**src/rtl/_req_encoder.sv**
```systemverilog
// Sequential priority encoder: accumulates requests into a pending register and
// presents the lowest-index pending bit as a binary code under a valid/ack handshake.
module _req_encoder #(
  parameter int unsigned n = 5,
  parameter int unsigned m = 32
) (
  input  logic         clk,
  input  logic         reset,
  input  logic [m-1:0] req,
  input  logic         flush,
  input  logic         ack,
  output logic [n-1:0] out,
  output logic         valid,
  output logic [m-1:0] pending,
  output logic         busy
);

  localparam logic [0:0] IDLE    = 1'b0;
  localparam logic [0:0] PRESENT = 1'b1;

  logic [0:0]   state;
  logic [0:0]   state_nxt;
  logic [n-1:0] out_nxt;
  logic [m-1:0] pending_nxt;
  logic [m-1:0] clr;
  logic [m-1:0] cand;
  logic [n-1:0] lsb_idx;

  // Bit being retired this cycle; candidates come from registered pending only.
  always_comb begin
    clr = '0;
    if (state == PRESENT && ack) begin
      clr = m'(1) << out;
    end
    cand = pending & ~clr;
  end

  // Lowest set bit of the candidate set wins.
  always_comb begin
    lsb_idx = '0;
    for (int i = int'(m) - 1; i >= 0; i--) begin
      if (cand[i]) begin
        lsb_idx = n'(i);
      end
    end
  end

  always_comb begin
    state_nxt   = state;
    out_nxt     = out;
    pending_nxt = cand | req;
    case (state)
      IDLE: begin
        if (|cand) begin
          out_nxt   = lsb_idx;
          state_nxt = PRESENT;
        end
      end
      PRESENT: begin
        if (ack) begin
          if (|cand) begin
            out_nxt = lsb_idx;
          end else begin
            state_nxt = IDLE;
          end
        end
      end
      default: state_nxt = IDLE;
    endcase
    // Flush drops everything including same-cycle requests; out keeps its last code.
    if (flush) begin
      pending_nxt = '0;
      state_nxt   = IDLE;
      out_nxt     = out;
    end
  end

  always_ff @(posedge clk) begin
    if (reset) begin
      state   <= IDLE;
      out     <= '0;
      pending <= '0;
    end else begin
      state   <= state_nxt;
      out     <= out_nxt;
      pending <= pending_nxt;
    end
  end

  assign valid = (state == PRESENT);
  assign busy  = (|pending) | valid;

endmodule
```
**config.mk**
```make
export PLATFORM = sky130hd
export DESIGN_NAME = _req_encoder
export DESIGN_NICKNAME = d
export VERILOG_FILES = /design/src/rtl/_req_encoder.sv
export SDC_FILE = /design/constraint.sdc
export NUM_CORES = 1
export LEC_CHECK = 0
export CAP_MARGIN = 25
export CORE_MARGIN = 2
export CORE_UTILIZATION = 30
export CTS_CLUSTER_DIAMETER = 150
export DETAILED_ROUTE_END_ITERATION = 7
export SKIP_CTS_REPAIR_TIMING = 1
export SLEW_MARGIN = 20
export SYNTH_ARGS = -nofsm -noshare
export SYNTH_HDL_FRONTEND = slang
export SYNTH_SLANG_ARGS = --single-unit
```
**constraint.sdc**
```tcl
create_clock -name clk -period 5.95 [get_ports clk]
set_input_delay 0.8925 -clock clk [delete_from_list [all_inputs] [get_ports clk]]
set_output_delay 0.8925 -clock clk [all_outputs]
set_load 0.02 [all_outputs]
```
==> results of run 1 <==
## cells in the mapped netlist, types with 6 or more instances
master	count	area [um2]
o31ai_1	11	82.6
buf_6	7	78.8
dfxtp_1	38	761
a21oi_1	28	140
or2_2	7	43.8
o31a_1	8	70.1
mux2_2	7	78.8
inv_1	18	67.6
mux2i_1	6	60.1
nor2_1	52	195
nand3_1	10	50.1
nor3_1	6	30.0
nand2_1	18	67.6
## state kept, by name, indices dropped and copies added (netlist names)
signal,count
pending,32
out,5
valid,1
## worst paths after layout
path | startpoint | endpoint | slack, ns | depth (start not counted)
setup / recovery | pending[18] | busy | 2.08 | 5
hold / removal | pending[31] | pending[31] | 0.54 | 2
setup reg to reg | out[2] | out[3] | 2.91 | 7
hold reg to reg | pending[31] | pending[31] | 0.54 | 2
## cell type report
type	count	area share [%]
clock buffers	7	2.53
repair buffers	76	22.4
well taps	105	3.86
flip-flops and latches	38	22.3
clock inverters	1	0.147
inverters	19	2.09
multi-input cells	238	46.6
## layout by cell type, fill, tap and decap left out, types with 2 or more instances in the layout
master,netlist,routed
or4_1,3,3
and3_1,3,3
o31ai_1,11,11
nand2_1,18,18
nand4_1,5,5
a21oi_1,28,28
nand3_1,10,10
or2_1,2,2
nand2b_1,5,5
o31ai_2,5,5
nor3_1,6,6
or2b_1,2,2
dfxtp_1,38,38
inv_1,18,18
a21boi_0,3,3
o21ai_0,5,5
nor4_1,3,3
or3_1,4,4
nor2_1,52,52
o41ai_2,3,3
mux2_2,7,7
clkdlybuf4s50_1,0,74
clkbuf_8,0,6
a41oi_1,4,4
or2_2,7,7
o21a_1,3,3
mux2i_1,6,6
o31a_1,8,8
a31oi_1,2,2
o22ai_1,2,2
a211o_1,2,2
nor2b_1,2,2
## where the power goes
group / leakage, uW / switching (uW) / internal, uW
combinational: 0.000903 / 110 / 93.9
sequential: 0.000313 / 26.4 / 268
clock: 0.0000482 / 93.6 / 93.6
total: 0.00126 / 230 / 456
## per-stage QoR
| stage | hold slack (ns) | cell area (um2) | total power [uW] | worst slack, ns |
|---|---|---|---|---|
| final | 0.538 | 3410 | 685 | 2.08 |
| after global routing | 0.588 | 3410 | 718 | 2.05 |
| after CTS | 0.544 | 3410 | 688 | 2.07 |
| after detailed placement | 0.536 | 3310 | 501 | 2.13 |
| after global placement | 0.524 | 3300 | 501 | 2.23 |
| after floorplan | 0.563 | 2550 | 422 | 2.94 |
## cells by family (layout without fill, tap and decap cells)
group,count (synthesis),in the layout,synth area share [%]
AND/OR/NAND/NOR,131,131,27.0
buffers and inverters,37,103,7.99
flip-flops,38,38,29.8
AO/OA/AOI/OAI,94,94,29.8
multiplexers,13,13,5.44
## metal layers
layer | track usage (%) | share of wire [%] | vias up
li1 | - | - | 1288
met1 | 26.2 | 47 | 1244
met2 | 30.0 | 45 | 110
met3 | 3.92 | 6.8 | 13
met4 | 6.90 | 1.7 | 0
met5 | 0 | 0 | -
## tightest hold or removal path: stages, from the launching register on
cell	delay [ns]
dfxtp_1	0.33
o31ai_1	0.09
a21oi_1	0.07
==> flow_summary.ini, run 1 <==
[die]
initial_core_util_pct = 31.1
pin_count = 75
core_area_um2 = 8220
rows = 33
die_w_um = 96.2
dieArea_um2 = 9260
die_h_um = 96.2

[clocking]
clock-root-buffer = clkbuf_8
cts_max_level = 2
insertion_delay_ns = 0.29
cts_inserted_buffers = 5
clk_path_buf_depth = 2
cts_tree = done
cts_sinks = 38
path_clk_slew_ns = 0.07

[grt]
grt_pass1_vias = 2558
grt_start_max_net_pins = 21
overflow = 0
gr-usage-all-layers_pct = 19.2
antenna_found_initial = 0
grt_pass1_wl_mm = 13.5

[final_layout]
fillers = 851
multiInputGateArea_um2 = 1590
n_antenna_cell = 0
utilization_pct = 41.4
drive_gt1_share_pct = 10.8
final_cells = 484
syn2layout_area_growth_pct = 33.4
final_nets = 414
regArea_um2 = 761

[worst_setup_path]
crit_path_top_delay_cell = or4_1
crit_buf_inv = 1
path_class = reg2out
cp.required_ns = 5.06
max_stage_delay_ns = 0.57
worstSetupEndpointType = output pin
arrival_ns = 2.98
cp-start-kind = register
crit_top_cell = or4_1
worstPathCellList = or2_2 > or3_1 > or4_1 > or4_1 > clkdlybuf4s50_1
critPathMaxFanout = 4
path_delay_family = simple AND/OR/NAND/NOR gates

[synth]
synth_cell_types = 62
synth_nets = 349
ys_seq_elements = 38
synth_edf_count = 0
synth_warnings = 0
avgSynthCellArea_um2 = 8.15
ys.flop_type = dfxtp_1
async_reset_ff_share_pct = 0
ys_seq_area_share_pct = 29.8
syn_inst = 313
netlist_area_um2 = 2550

[hold_path]
hp-class = reg2reg

[power]
peakVddDrop_mv = 0.0953
cellPowerDensity_nw_per_um2 = 201
p_leak_uw = 0.00126

[placed_design]
dp_hpwl_mm = 6.70
place_inst = 476
gp_congestion = 0.874
portBuffers = 74

[timing]
slew_violations = 0
max_freq_mhz = 258
tightest_slew_ns = 0.745
slew_headroom_pct = 50.3
timing.final.crit_share_pct = 65.1
rsz0062_at_grt = false
fin_skew_ns = 0.00533
setup_viol = 0
min_period_ns = 3.87
setup_tns_ns = 0
hold_viol = 0

[job]
cap_violations = 0

[route]
vias_per_cell = 5.49
drtAntennaViolNets = 0
routed_wl_mm = 8.60
vias = 2655
dr.pass1.iters = 6
drc = 0
drt-wirelength-per-cell_um = 17.8
drt_iter0_drc = 169

[outcome]
outcome = finished clean
No activity file was read; power rests on OpenSTA's default activity.
==> run 2: changes to the inputs <==
==> constraint.sdc (replaced) <==
create_clock -name clk -period 3.74 [get_ports clk]
set_input_delay 0.561 -clock clk [delete_from_list [all_inputs] [get_ports clk]]
set_output_delay 0.561 -clock clk [all_outputs]
set_load 0.02 [all_outputs]
==> run 2 against run 1 <==
  * Count of clock-buffer cells in the layout is the same
  * Routed wire length is 4.5% higher
  * Die area unchanged
  * Sequential share of layout area shrank 0.15 points
  * Sequential power is 58% higher
  * Worst hold slack improved by 0.00064 ns
  * Critical path depth is the same
  * First-iteration DRC count up 14%
==> flow_summary.ini, run 2 (synthesized netlist as in run 1, its figures left out) <==
[worst_setup_path]
cp.required_ns = 3.18
cp-start-kind = register
worstPathCellList = or2_2 > or3_1 > or4_1 > or4_1 > clkdlybuf4s50_1
worstSetupEndpointType = output pin
crit_top_cell = or4_1
arrival_ns = 3.02
max_stage_delay_ns = 0.59
crit_path_top_delay_cell = or4_1
critPathMaxFanout = 4
path_class = reg2out

[placed_design]
gp_congestion = 0.950
portBuffers = 74
dp_hpwl_mm = 6.91

[route]
dr.pass1.iters = 5
drtAntennaViolNets = 0
vias = 2716
routed_wl_mm = 8.99
drt-wirelength-per-cell_um = 18.4
vias_per_cell = 5.57
drc = 0
drt_iter0_drc = 193

[timing]
setup_tns_ns = 0
tightest_slew_ns = 0.686
rsz0062_at_grt = false
min_period_ns = 3.58
slew_headroom_pct = 54.2
setup_viol = 0
slew_violations = 0
max_freq_mhz = 279
hold_viol = 0
timing.final.crit_share_pct = 95.8
fin_skew_ns = 0.00676

[final_layout]
n_antenna_cell = 0
largest_register = pending
syn2layout_area_growth_pct = 34.3
final_cell_mix = 74 x clkdlybuf4s50_1, 52 x nor2_1, 38 x dfxtp_1
largest_reg_flops = 32
fillers = 832
drive_gt1_share_pct = 11.7
final_nets = 418
utilization_pct = 41.7
layout_commonest_cell = clkdlybuf4s50_1

[die]
rows = 33
pin_count = 75
core_area_um2 = 8220
die_w_um = 96.2
die_h_um = 96.2
dieArea_um2 = 9260
initial_core_util_pct = 31.1

[power]
peakVddDrop_mv = 0.132
p_leak_uw = 0.00128
cellPowerDensity_nw_per_um2 = 322

[clocking]
cts_max_level = 2
cts_sinks = 38
cts_inserted_buffers = 5
insertion_delay_ns = 0.30
cts_tree = done
clk_path_buf_depth = 2
path_clk_slew_ns = 0.08
clock-root-buffer = clkbuf_8

[job]
cap_violations = 0

[grt]
grt_pass1_vias = 2577
gr-usage-all-layers_pct = 19.7
grt_pass1_wl_mm = 13.8
antenna_found_initial = 0
grt_start_max_net_pins = 21
overflow = 0

[hold_path]
hp-class = reg2reg

[outcome]
outcome = finished clean
-- run 2: cell types whose count changed in the layout (fill, tap and decap cells not counted), sizes merged --
cell	before	now
buf	2	6
-- run 2: critical path, delay by kind of cell (launching register included) --
| kind | cells | cell delay, ns |
|---|---|---|
| flops | 1 | 0.34 |
| buf+inv | 1 | 0.56 |
| simple gates | 4 | 1.83 |
-- run 2: path summary, 6_finish.rpt --
kind / slack [ns] / start / depth (start not counted) / end
setup / recovery: 0.16 / pending[18] / 5 / busy
hold / removal: 0.54 / pending[31] / 2 / pending[31]
setup reg to reg: 0.57 / out[1] / 7 / out[3]
hold reg to reg: 0.54 / pending[31] / 2 / pending[31]
-- run 2: final cells by class --
type / count / area [um2] / share of cell area [%]
multi-input combinational: 238 / 1590 / 46.3
sequential: 38 / 761 / 22.2
clock inverter: 1 / 5.00 / 0.146
timing repair buffer: 80 / 786 / 22.9
tap: 105 / 131 / 3.83
inverter: 19 / 71.3 / 2.08
clock buffer: 7 / 86.3 / 2.52
-- run 2: report_power, final --
| group | switching [uW] | leakage (uW) | total, uW | internal (uW) |
|---|---|---|---|---|
| Clock | 155 | 0.0000482 | 304 | 149 |
| Combinational | 183 | 0.000919 | 335 | 152 |
| Sequential | 38.3 | 0.000313 | 465 | 426 |
-- run 2: per-layer routing --
layer  vias up  wire length [um]  global-route usage (%)
met5         -                 0                       0
met4         0               240                    6.90
met3        21               742                    3.29
met2       145              3950                    30.9
met1      1259              4050                    27.3
li1       1291                 -                       -
-- run 2: per-stage QoR --
stage	hold slack (ns)	setup slack, ns	cell area, um2	total power (uW)	cells
global route	0.578	0.111	3430	1150	488
global placement	0.506	0.424	3340	804	480
detailed placement	0.531	0.365	3340	803	480
finish	0.538	0.157	3430	1100	488
CTS	0.540	0.151	3430	1110	488
floorplan	0.563	1.06	2550	672	313
